## config.mk

```make
export PLATFORM = sky130hd
export DESIGN_NAME = binary_game_ctrl
export DESIGN_NICKNAME = d
export VERILOG_FILES = /design/src/rtl/game_pkg.sv /design/src/rtl/game_lfsr.sv /design/src/rtl/binary_game_ctrl.sv
export SDC_FILE = /design/constraint.sdc
export NUM_CORES = 1
export LEC_CHECK = 0
export CAP_MARGIN = 40
export CELL_PAD_IN_SITES_DETAIL_PLACEMENT = 0
export CELL_PAD_IN_SITES_GLOBAL_PLACEMENT = 1
export CORE_MARGIN = 8
export CORE_UTILIZATION = 43
export DETAILED_ROUTE_END_ITERATION = 8
export DONT_BUFFER_PORTS = 1
export HOLD_SLACK_MARGIN = 0.05
export PLACE_DENSITY = 0.77
export SYNTH_ARGS = -nofsm -noshare
export SYNTH_HDL_FRONTEND = slang
export SYNTH_SLANG_ARGS = --single-unit
export TNS_END_PERCENT = 50
```

## constraint.sdc

```tcl
create_clock -name clk -period 1.35 [get_ports clk]
set_input_delay 0.135 -clock clk [delete_from_list [all_inputs] [get_ports clk]]
set_output_delay 0.135 -clock clk [all_outputs]
set_load 0.005 [all_outputs]
```

## src/rtl/game_pkg.sv

```systemverilog
// Shared definitions for the binary number game: round FSM states, LFSR taps and default sizes.
package game_pkg;

    localparam int unsigned DEFAULT_WIDTH  = 4;
    localparam int unsigned DEFAULT_ROUNDS = 8;
    localparam logic [7:0]  LFSR_TAPS      = 8'hB8;

    typedef enum logic [2:0] {
        ST_IDLE,
        ST_LOAD,
        ST_WAIT,
        ST_CHECK,
        ST_RESULT,
        ST_DONE
    } game_state_e;

    // One step of a right-shifting Galois LFSR.
    function automatic logic [7:0] lfsr_next(input logic [7:0] cur);
        return cur[0] ? ((cur >> 1) ^ LFSR_TAPS) : (cur >> 1);
    endfunction

endpackage

```

## src/rtl/game_lfsr.sv

```systemverilog
// Free-running 8-bit Galois LFSR; advances every cycle and exposes its low OUT_W bits.
module game_lfsr
    import game_pkg::*;
#(
    parameter logic [7:0]  SEED  = 8'hA5,
    parameter int unsigned OUT_W = DEFAULT_WIDTH
) (
    input  logic             clk,
    input  logic             rst_n,
    output logic [OUT_W-1:0] value_o
);

    logic [7:0] lfsr_q;
    logic [7:0] lfsr_d;

    assign lfsr_d = lfsr_next(lfsr_q);

    always_ff @(posedge clk or negedge rst_n) begin
        if (!rst_n) begin
            lfsr_q <= SEED;
        end else begin
            lfsr_q <= lfsr_d;
        end
    end

    assign value_o = lfsr_q[OUT_W-1:0];

endmodule

```

## src/rtl/binary_game_ctrl.sv

```systemverilog
// Round controller for the binary number game: target generation, guess capture, scoring.
// Optional per-guess timeout is built when GAME_TIMEOUT_EN is defined (adds timeout_o).
module binary_game_ctrl
    import game_pkg::*;
#(
    parameter int unsigned WIDTH  = DEFAULT_WIDTH,
    parameter int unsigned ROUNDS = DEFAULT_ROUNDS,
    parameter logic [7:0]  SEED   = 8'hA5
`ifdef GAME_TIMEOUT_EN
    ,
    parameter int unsigned TIMEOUT_CYC = 50_000_000
`endif
) (
    input  logic                         clk,
    input  logic                         rst_n,
    input  logic                         start_i,
    input  logic                         submit_i,
    input  logic [WIDTH-1:0]             guess_i,
    input  logic                         cmp_match_i,
    output logic [WIDTH-1:0]             cmp_num_1_o,
    output logic [WIDTH-1:0]             cmp_num_2_o,
    output logic [WIDTH-1:0]             target_o,
    output logic                         busy_o,
    output logic                         hit_o,
    output logic                         miss_o,
    output logic [$clog2(ROUNDS+1)-1:0]  score_o,
    output logic [$clog2(ROUNDS+1)-1:0]  round_o,
    output logic                         game_over_o
`ifdef GAME_TIMEOUT_EN
    ,
    output logic                         timeout_o
`endif
);

    localparam int unsigned CW = $clog2(ROUNDS + 1);

    game_state_e      state_q, state_d;
    logic [WIDTH-1:0] target_q, target_d;
    logic [WIDTH-1:0] guess_q, guess_d;
    logic             match_q, match_d;
    logic [CW-1:0]    score_q, score_d;
    logic [CW-1:0]    round_q, round_d;
    logic             hit_q, hit_d;
    logic             miss_q, miss_d;
    logic [WIDTH-1:0] lfsr_bits;

`ifdef GAME_TIMEOUT_EN
    localparam int unsigned TW = (TIMEOUT_CYC > 1) ? $clog2(TIMEOUT_CYC) : 1;

    logic [TW-1:0] timer_q, timer_d;
    logic          expired_q, expired_d;
    logic          timeout_q, timeout_d;
`endif

    game_lfsr #(
        .SEED  (SEED),
        .OUT_W (WIDTH)
    ) u_lfsr (
        .clk     (clk),
        .rst_n   (rst_n),
        .value_o (lfsr_bits)
    );

    always_ff @(posedge clk or negedge rst_n) begin
        if (!rst_n) begin
            state_q   <= ST_IDLE;
            target_q  <= '0;
            guess_q   <= '0;
            match_q   <= 1'b0;
            score_q   <= '0;
            round_q   <= '0;
            hit_q     <= 1'b0;
            miss_q    <= 1'b0;
`ifdef GAME_TIMEOUT_EN
            timer_q   <= '0;
            expired_q <= 1'b0;
            timeout_q <= 1'b0;
`endif
        end else begin
            state_q   <= state_d;
            target_q  <= target_d;
            guess_q   <= guess_d;
            match_q   <= match_d;
            score_q   <= score_d;
            round_q   <= round_d;
            hit_q     <= hit_d;
            miss_q    <= miss_d;
`ifdef GAME_TIMEOUT_EN
            timer_q   <= timer_d;
            expired_q <= expired_d;
            timeout_q <= timeout_d;
`endif
        end
    end

    always_comb begin
        state_d   = state_q;
        target_d  = target_q;
        guess_d   = guess_q;
        match_d   = match_q;
        score_d   = score_q;
        round_d   = round_q;
        hit_d     = 1'b0;
        miss_d    = 1'b0;
`ifdef GAME_TIMEOUT_EN
        timer_d   = timer_q;
        expired_d = expired_q;
        timeout_d = 1'b0;
`endif

        case (state_q)
            ST_IDLE, ST_DONE: begin
                if (start_i) begin
                    score_d = '0;
                    round_d = '0;
                    state_d = ST_LOAD;
                end
            end

            ST_LOAD: begin
                target_d  = lfsr_bits;
                state_d   = ST_WAIT;
`ifdef GAME_TIMEOUT_EN
                timer_d   = '0;
                expired_d = 1'b0;
`endif
            end

            ST_WAIT: begin
                if (submit_i) begin
                    guess_d = guess_i;
                    state_d = ST_CHECK;
`ifdef GAME_TIMEOUT_EN
                end else if (timer_q == TW'(TIMEOUT_CYC - 1)) begin
                    // Expiry skips the compare; a cleared match forces the miss.
                    match_d   = 1'b0;
                    expired_d = 1'b1;
                    state_d   = ST_RESULT;
                end else begin
                    timer_d = timer_q + 1'b1;
`endif
                end
            end

            ST_CHECK: begin
                match_d = cmp_match_i;
                state_d = ST_RESULT;
            end

            ST_RESULT: begin
                hit_d   = match_q;
                miss_d  = !match_q;
`ifdef GAME_TIMEOUT_EN
                timeout_d = expired_q;
`endif
                if (match_q && (score_q != CW'(ROUNDS))) begin
                    score_d = score_q + 1'b1;
                end
                round_d = round_q + 1'b1;
                state_d = (round_q == CW'(ROUNDS - 1)) ? ST_DONE : ST_LOAD;
            end

            default: begin
                state_d = ST_IDLE;
            end
        endcase
    end

    assign cmp_num_1_o = target_q;
    assign cmp_num_2_o = guess_q;
    assign target_o    = target_q;
    assign busy_o      = (state_q == ST_LOAD) || (state_q == ST_WAIT) ||
                         (state_q == ST_CHECK) || (state_q == ST_RESULT);
    assign hit_o       = hit_q;
    assign miss_o      = miss_q;
    assign score_o     = score_q;
    assign round_o     = round_q;
    assign game_over_o = (state_q == ST_DONE);
`ifdef GAME_TIMEOUT_EN
    assign timeout_o   = timeout_q;
`endif

endmodule
```

# Word level (Yosys, flattened, before mapping)
# Cells that the tools add are included.
[totals]
register_bits = 30
out_inout_bits = 24
[op_classes]
add_sub_neg = 2
eq_ne = 10
muxes = 11
n_bitwise = 1
n_reduce_logical = 12
[ops]
columns = ["op", "count"]
rows = [
  ["4-bit case mux with 2 select lines", 2],
  ["3-bit case mux with 5 select lines", 1],
  ["3-bit 2-to-1 mux", 3],
  ["4-bit by 1-bit adder with 4-bit output, second input constant", 2],
  ["4-bit 2-to-1 mux", 2],
  ["8-bit 2-to-1 mux", 1],
  ["3-bit by 2-bit equality test with 1-bit output, second input constant", 2],
  ["3-bit equality test, second input constant", 2],
  ["2-bit inequality test, second input constant", 3],
  ["2-bit AND reduction", 3],
  ["4-bit by 3-bit equality test with 1-bit output, second input constant", 1],
  ["4-bit inequality test, second input constant", 1],
  ["3-bit NOT with 4-bit output", 1],
  ["3-bit by 1-bit equality test with 1-bit output, second input constant", 1],
  ["3-bit logical NOT", 1],
  ["1-bit logical OR", 3],
  ["3-bit AND reduction", 1],
  ["1-bit 2-to-1 mux", 2],
  ["2-bit nonzero test", 1],
  ["2-bit OR reduction", 1],
  ["1-bit logical AND", 1],
  ["1-bit logical NOT", 1],
]

# Longest topological paths before layout
# Gate-level depths: netlist (run 1).
[depth]
depth_word = 4
ltp_mapped = 6
ltp_nobuf = 6

# By module
# A second synthesis (run 1) with hierarchy kept.
[unflattened]
cells_unflattened = 111
hier_area_um2 = 1385.1
[by_module_without_submodules]
columns = ["module", "instances", "cells_per_inst", "area_each_um2", "seq_area_each_um2"]
rows = [
  ["binary_game_ctrl", 1, 96, 1123.6, 550.5],
  ["game_lfsr", 1, 15, 261.5, 205.2],
]

# Least setup slack after synthesis (run 1)
# Ideal clock, no wire load.
[synth_path]
path_kind = "flip-flop to flip-flop"
from = "register state_q[2]"
to = "register score_q[0] (netlist: score_o[0])"
setup_time_ns = 0.130
arrival_time_ns = 1.199
path_slack_ns = 0.022
stages_incl_launch_ff = 6
period_less_slack_ns = 1.328
path_cell_list = "dfrtp_1 > buf_4 > nor4b_2 > a41oi_1 > o21ai_0 > o21ai_0"
[synth_via]
elab_chain_len = 4
elab_cells_between_ends = 9
classes_between = "eq/ne (4); mux (1); reduce/logical (4)"
[synth_lines]
columns = ["item", "line_no", "rtl"]
rows = [
  ["start, declared", "binary_game_ctrl.sv:37", "game_state_e state_q, state_d;"],
  ["start signal, assigned", "binary_game_ctrl.sv:80", "state_q <= state_d;"],
  ["3-bit equality test or 3-bit logical NOT (tied branches)", "binary_game_ctrl.sv:111", "case (state_q)"],
  ["2-bit OR reduction", "binary_game_ctrl.sv:111", ""],
  ["2-bit inequality test (no source line) or 2-bit nonzero test (tied branches)", "-", ""],
  ["3-bit AND reduction (no source line)", "-", ""],
  ["end signal, assigned", "binary_game_ctrl.sv:84", "score_q <= score_d;"],
  ["end, declared", "binary_game_ctrl.sv:41", "logic [CW-1:0] score_q, score_d;"],
]
# Parallel ways exist; a longest one is shown, timed or not.
# A chain may end at the register's enable or synchronous reset.

# Worst setup path after layout (run 1)
[layout_path]
from = "register state_q[1]"
to = "register guess_q[3] (netlist: cmp_num_2_o[3])"
[layout_via]
elab_chain_len = 2
[layout_lines]
columns = ["item", "line_no", "rtl"]
rows = [
  ["3-bit by 2-bit equality test with 1-bit output", "binary_game_ctrl.sv:111", ""],
  ["2-bit AND reduction (no source line)", "-", ""],
  ["end signal, assigned", "binary_game_ctrl.sv:82", "guess_q <= guess_d;"],
  ["end, declared", "binary_game_ctrl.sv:39", "logic [WIDTH-1:0] guess_q, guess_d;"],
]
# Every way passes these cells.

==> results of run 1 <==
-- state kept, by name, summed over array words and instances (netlist names) --
| signal | count |
|---|---|
| match_q | 1 |
| hit_o | 1 |
| score_o | 4 |
| cmp_num_1_o | 4 |
| state_q | 3 |
| cmp_num_2_o | 4 |
| u_lfsr.lfsr_q | 8 |
| miss_o | 1 |
| round_o | 4 |
-- final cells by class --
cell class / count / area (um^2) / area share
tap: 33 / 41.29 / 0.02378
inverter: 4 / 15.01 / 0.008646
timing repair buffer: 27 / 252.7 / 0.1455
sequential: 30 / 760.7 / 0.4380
multi-input combinational: 66 / 588.1 / 0.3386
clock buffer: 8 / 78.83 / 0.04539
-- repair_timing --
| item | CTS | global route |
|---|---|---|
| setup buffers | 3 | 2 |
| hold endpoints to repair | 35 | 0 |
| gates cloned | 0 | 0 |
| pin swaps | 4 | 8 |
| hold buffers | 7 | 0 |
| endpoints found under the setup margin | 14 | 19 |
| resized for setup | 17 | 14 |
-- kinds of logic (layout without fill, tap and decap cells) --
group	Yosys count	count (layout)	share of synthesized area
XOR/XNOR	5	5	0.03275
flip-flops	30	30	0.5650
AO/OA/AOI/OAI	19	19	0.08513
AND/OR/NAND/NOR	29	29	0.1571
adder cells (fa/ha/maj)	3	3	0.02807
multiplexers	10	10	0.08326
buffers and inverters	11	39	0.04863
-- layer usage --
layer,track usage,share of wire
met1,0.1315,0.41
met2,0.1913,0.50
met3,0.06695,0.074
met4,0.05442,0.015
met5,0,0
-- power groups by stage --
stage / Sequential, W / Combinational (W) / Clock (W)
2_1_floorplan: 0.00121 / 0.000628 / 0
3_3_place_gp: 0.00127 / 0.000874 / 0
3_5_place_dp: 0.00128 / 0.000893 / 0
4_1_cts: 0.00127 / 0.00113 / 0.000683
5_1_grt: 0.00132 / 0.00130 / 0.000728
6_report: 0.00129 / 0.00121 / 0.000656
-- final timing paths --
kind                                             from                         end  slack (ns)  depth (start not counted)
min in group asynchronous                       rst_n      score_o[0]$_DFFE_PN0P_        0.23                          2
min reg2reg                u_lfsr.lfsr_q[1]$_DFF_PN0_  u_lfsr.lfsr_q[0]$_DFF_PN1_        0.39                          0
max reg2reg                    state_q[1]$_DFFE_PN0P_  cmp_num_2_o[3]$_DFFE_PN0P_       -0.11                          4
max in group asynchronous                       rst_n  u_lfsr.lfsr_q[2]$_DFF_PN1_        0.87                          2
max                            state_q[1]$_DFFE_PN0P_  cmp_num_2_o[3]$_DFFE_PN0P_       -0.11                          4
min                                           start_i      state_q[0]$_DFFE_PN0P_        0.15                          3
-- stage by stage --
step / total power, W / util
global route: 0.003352 / 0.5783
global placement: 0.002145 / 0.4825
floorplan: 0.001834 / -
CTS: 0.003080 / 0.5604
finish: 0.003155 / 0.5783
detailed placement: 0.002175 / 0.4825
-- cells in the final DEF (no fill, tap or decap), types with 4 or more instances in the layout --
cell	count
buf_6	6
mux2_2	4
dlygate4sd3_1	6
buf_4	14
inv_1	4
o21ai_1	9
dfstp_2	4
dfrtp_2	4
dfrtp_1	22
clkbuf_4	5
nand2_1	4
mux2_4	5
-- tightest hold or removal path, cell delays in order --
cell and delay [ns]:
nor2b_2 0.14, nor2_1 0.06, o21bai_1 0.12
==> impl_metrics.tcl, run 1 <==
set metrics [dict create \
    combPwrFrac 0.382 \
    end_kind "flop" \
    synth_edf_count 0 \
    final_nets 146 \
    die_width_um 71.77 \
    max_cap_violations 0 \
    p_sw_w 0.001059 \
    worstMarginPinSlew_ns 0.4171 \
    p_int_w 0.002096 \
    synth_area_leaders "dfrtp_1 (49%), dfstp_2 (7.9%), mux2_2 (7.6%)" \
    fillers 248 \
    grt.total_usage 0.1218 \
    startpoint_type "flop" \
    cts_buffers 5 \
    wirelength_mm 2.822 \
    synth-main-ff-cell "dfrtp_1" \
    dpl.hpwl_mm 1.890 \
    maxSlewViolCount 0 \
    crit_type "flop to flop" \
    wl_per_cell_um 16.80 \
    clock_path_buffers 2 \
    synthToLayoutAreaGrowth_pct 29.84 \
    yosysSeqAreaShare 0.5650 \
    setup_ws_ns -0.1067 \
    grt_overflow 0 \
    drc 0 \
    tns_ns -0.8394 \
    swShare 0.3357 \
    dp.cells 149 \
    yosysMostFrequentCell "dfrtp_1" \
    antenna_found_initial 0 \
    yosysWarnings 0 \
    setup_viol 11 \
    skew_ns 0.009190 \
    synth_common_cells "dfrtp_1 (26), mux2_2 (9), o21ai_0 (8), buf_4 (6), nor2_1 (5)" \
    core-area_um2 3003 \
    drt_iter0_drc 29 \
    async_flop_share 1.000 \
    gp_congestion 0.7754 \
    ant_nets 0 \
    cp_cell_sequence "inv_1, nor4b_4, buf_4, mux2_2" \
    first_global_vias 937 \
    hold_viol 0 \
    synth_area_leader_cell "dfrtp_1" \
    clk_latency_ns 0.33 \
    cp.arrival_ns 1.67 \
    vias 900 \
    crit_family "flip-flops" \
    power.share.clock 0.208 \
    postSynthRegisterBits 30 \
    status "finished, violations left" \
    critPathBufInv 2 \
    power.density_nw_per_um2 1816 \
    pre_cts_slack_ns -0.1064 \
    hold_ws_ns 0.1465 \
    viasPerCell 5.357 \
    final_cells 168 \
    cts_root_buf "clkbuf_4" \
    power.leakage_nw 0.7948 \
    grt_pass1_wl_mm 4.740 \
    sequentialPowerShare 0.410 \
    crit_slowest_cell "dfrtp_2" \
    final_layout_size_suffix_gt1_frac 0.4370 \
    synthCells 107 \
    fin_area_um2 1737 \
    path_max_fanout 5 \
    relSlewSlack 0.7207 \
    fmax_mhz 686.5 \
    syn-num-nets 119 \
    placed_cell_area_um2 1449 \
    layout_min_cycle_time_ns 1.457 \
    synth_top_area_frac 0.4864 \
    required_ns 1.57 \
    synth_area_um2 1338 \
    ys_types 35 \
    grt_max_degree 31 \
    numPortBuffers 0 \
    failed_checks "negative setup slack" \
    start_util 0.4454 \
    num_antenna_cells 0 \
    dieArea_um2 5151 \
    rsz0062_at_grt "true" \
    cts_tree "yes" \
    num_io_pins 33 \
    min_period_over_period 1.079 \
    h-tree-depth 2 \
    rows 20 \
    drt-pass1-iter-count 4 \
    worstHoldPathType "primary input to flop" \
    clkTransAtPathRegs_ns 0.09 \
    cpPeakStageDelay_ns 0.41 \
    syn_area_per_cell_um2 12.50 \
    peakVddDrop_v 0.0008877 \
    die_h_um 71.77 \
    cts.sinks 30 \
]
No activity file was read; power rests on OpenSTA's default activity.
==> run 2, diff against run 1 <==
- SYNTH_HIERARCHICAL: not set -> 1
==> run 2 against run 1 <==
  * The run still ends with negative setup slack left
  * Sequential share of layout area increased by 2.6 points
  * Routed wire length decreased by 5.1%
  * Critical endpoint is now score_o[0]$_DFFE_PN0P_
  * Via count decreased by 4.8%
  * Largest cell class unchanged
  * Core utilization decreased by 4.2 points
==> impl_metrics.tcl, run 2 <==
set metrics [dict create \
    layout_min_cycle_time_ns 1.360 \
    cts.sinks 30 \
    reg2reg_to "score_o[0]$_DFFE_PN0P_" \
    synth_top_area_frac 0.4697 \
    h-tree-depth 2 \
    power.density_nw_per_um2 1777 \
    first_global_vias 918 \
    largest_register_ffs 8 \
    ys_types 34 \
    num_antenna_cells 0 \
    cp_cell_sequence "and4bb_2, o21a_4, nor2_4, mux2_4" \
    cts_root_buf "clkbuf_4" \
    yosysSeqAreaShare 0.5456 \
    clkTransAtPathRegs_ns 0.10 \
    clock_path_buffers 2 \
    wirelength_mm 2.678 \
    end_kind "flop" \
    antenna_found_initial 0 \
    min_period_over_period 1.007 \
    clk_latency_ns 0.34 \
    peakVddDrop_v 0.0007366 \
    numPortBuffers 0 \
    drc 0 \
    grt_overflow 0 \
    final_common_cell "dfrtp_1" \
    grt_max_degree 31 \
    num_io_pins 33 \
    vias 857 \
    final_nets 139 \
    cpPeakStageDelay_ns 0.47 \
    core-area_um2 3053 \
    max_cap_violations 0 \
    die_width_um 72.76 \
    setup_viol 1 \
    path_max_fanout 7 \
    fillers 267 \
    cts_tree "yes" \
    wl_per_cell_um 15.57 \
    async_flop_share 1.000 \
    grt_pass1_wl_mm 4.636 \
    r2r-start "state_q[1]$_DFFE_PN0P_" \
    synth_area_leaders "dfrtp_1 (47%), dfstp_2 (7.6%), mux2_2 (7.3%)" \
    cts_buffers 5 \
    hold_viol 0 \
    synthCells 111 \
    required_ns 1.58 \
    syn-num-nets 123 \
    final_cell_mix "dfrtp_1 (23), buf_4 (13), dlygate4sd3_1 (8)" \
    rows 20 \
    yosysMostFrequentCell "dfrtp_1" \
    postSynthRegisterBits 30 \
    worstMarginPinSlew_ns 0.2669 \
    crit_type "flop to flop" \
    worstHoldPathType "primary input to flop" \
    synth-main-ff-cell "dfrtp_1" \
    start_util 0.4537 \
    synth_common_cells "dfrtp_1 (26), mux2_2 (9), buf_4 (8), nand2_1 (5)" \
    final_layout_size_suffix_gt1_frac 0.3828 \
    drt-pass1-iter-count 4 \
    synth_edf_count 0 \
    yosysWarnings 6 \
    fmax_mhz 735.3 \
    cp.arrival_ns 1.59 \
    dieArea_um2 5293 \
    gp_congestion 0.7169 \
    whs_endpoint "cmp_num_2_o[0]$_DFFE_PN0P_" \
    status "finished, violations left" \
    failed_checks "negative setup slack" \
    tns_ns -0.009954 \
    die_h_um 72.76 \
    finish.utilization 0.5361 \
    maxSlewViolCount 0 \
    relSlewSlack 0.8206 \
    ant_nets 0 \
    regMostFlops "u_lfsr/lfsr_q" \
    power.total_w 0.002908 \
    crit_slowest_cell "dfrtp_2" \
    holdPathStages 2 \
    viasPerCell 4.983 \
    dpl.hpwl_mm 1.835 \
    drt_iter0_drc 23 \
    syn_area_per_cell_um2 12.48 \
    r2r.worst_path.cells 4 \
    power.leakage_nw 0.7631 \
    synth_area_leader_cell "dfrtp_1" \
    skew_ns 0.008818 \
    min_from "submit_i" \
    rsz0062_at_grt "true" \
    setup_ws_ns -0.009954 \
    startpoint_type "flop" \
    synth_area_um2 1385 \
    reg2reg_slack_ns -0.01 \
    grt.total_usage 0.1185 \
    synthToLayoutAreaGrowth_pct 18.16 \
]
## run 2: changes by cell type after synthesis, sizes merged, moves of 2 or more
cell   previous run  this run
nor3b             1         3
nand4             2         0
buf               7        14
o21ai            11         4
nor4b             2         0
a21o              0         3
## run 2: what timing repair did
item,CTS,global route
hold endpoints to repair,37,0
endpoints found under the setup margin,13,12
pin swaps,0,4
gates resized for setup,5,10
hold buffers,9,0
buffers inserted,1,1
## run 2: final cells by class
cell class,instances,area [um^2],share of cell area
Clock buffer,6,51.30,0.03135
Clock inverter,2,12.51,0.007645
Inverter,4,15.01,0.009174
Multi-Input combinational cell,63,534.3,0.3265
Sequential cell,30,759.5,0.4641
Tap cell,44,55.05,0.03364
Timing Repair Buffer,23,209.0,0.1277
## run 2: how the worst max path moves through the flow
| stage | start | end | cells after the start |
|---|---|---|---|
| after CTS | state_q[0]$_DFFE_PN0P_ | busy_o | 3 |
| final | state_q[1]$_DFFE_PN0P_ | score_o[0]$_DFFE_PN0P_ | 4 |
| after global placement | state_q[1]$_DFFE_PN0P_ | cmp_num_2_o[0]$_DFFE_PN0P_ | 3 |
| after detailed placement | state_q[1]$_DFFE_PN0P_ | cmp_num_2_o[1]$_DFFE_PN0P_ | 3 |
| after global routing | state_q[1]$_DFFE_PN0P_ | score_o[0]$_DFFE_PN0P_ | 4 |
| after floorplan | state_q[1]$_DFFE_PN0P_ | score_o[0]$_DFFE_PN0P_ | 5 |
## run 2: report_power, final
group | total [W] | leakage [nW] | switching (W) | internal (W)
Sequential | 0.00129 | 0.384 | 0.000210 | 0.00108
Clock | 0.000576 | 0.0343 | 0.000326 | 0.000250
Combinational | 0.00104 | 0.344 | 0.000441 | 0.000601
## run 2: cell families (layout without fill, tap and decap cells)
kind of cell / count (synthesis) / in the layout / share of synthesized area
multiplexers: 11 / 11 / 0.09124
buffers and inverters: 18 / 35 / 0.09394
flip-flops: 30 / 30 / 0.5456
adder cells (fa/ha/maj): 3 / 3 / 0.02710
AND/OR/NAND/NOR: 27 / 27 / 0.1201
XOR/XNOR: 7 / 7 / 0.04426
AO/OA/AOI/OAI: 15 / 15 / 0.07769
## run 2: stage by stage
step | cell area, um^2 | setup slack, ns | hold slack, ns | std cells
2_1_floorplan | 1385 | 0.02198 | -0.1606 | 111
6_report | 1637 | -0.009954 | 0.1799 | 172
3_3_place_gp | 1415 | -0.01912 | -0.1597 | 153
4_1_cts | 1593 | -0.002319 | 0.1889 | 171
3_5_place_dp | 1415 | -0.06906 | -0.1597 | 153
5_1_grt | 1637 | -0.06464 | 0.1648 | 172
## run 2: layer usage
metal | vias up | part of all wire | global-route usage
met5 | - | 0 | 0
met1 | 419 | 0.41 | 0.1262
li1 | 402 | - | -
met2 | 30 | 0.47 | 0.1740
met4 | 0 | 0.023 | 0.09333
met3 | 6 | 0.10 | 0.05907
## run 2: worst max-delay path, delay by kind of cell, from the launching register on
kind | cells | cell delay (ns)
and+or+nand+nor | 2 | 0.38
DFF | 1 | 0.47
muxes | 1 | 0.25
AOI/OAI and AO/OA | 1 | 0.16
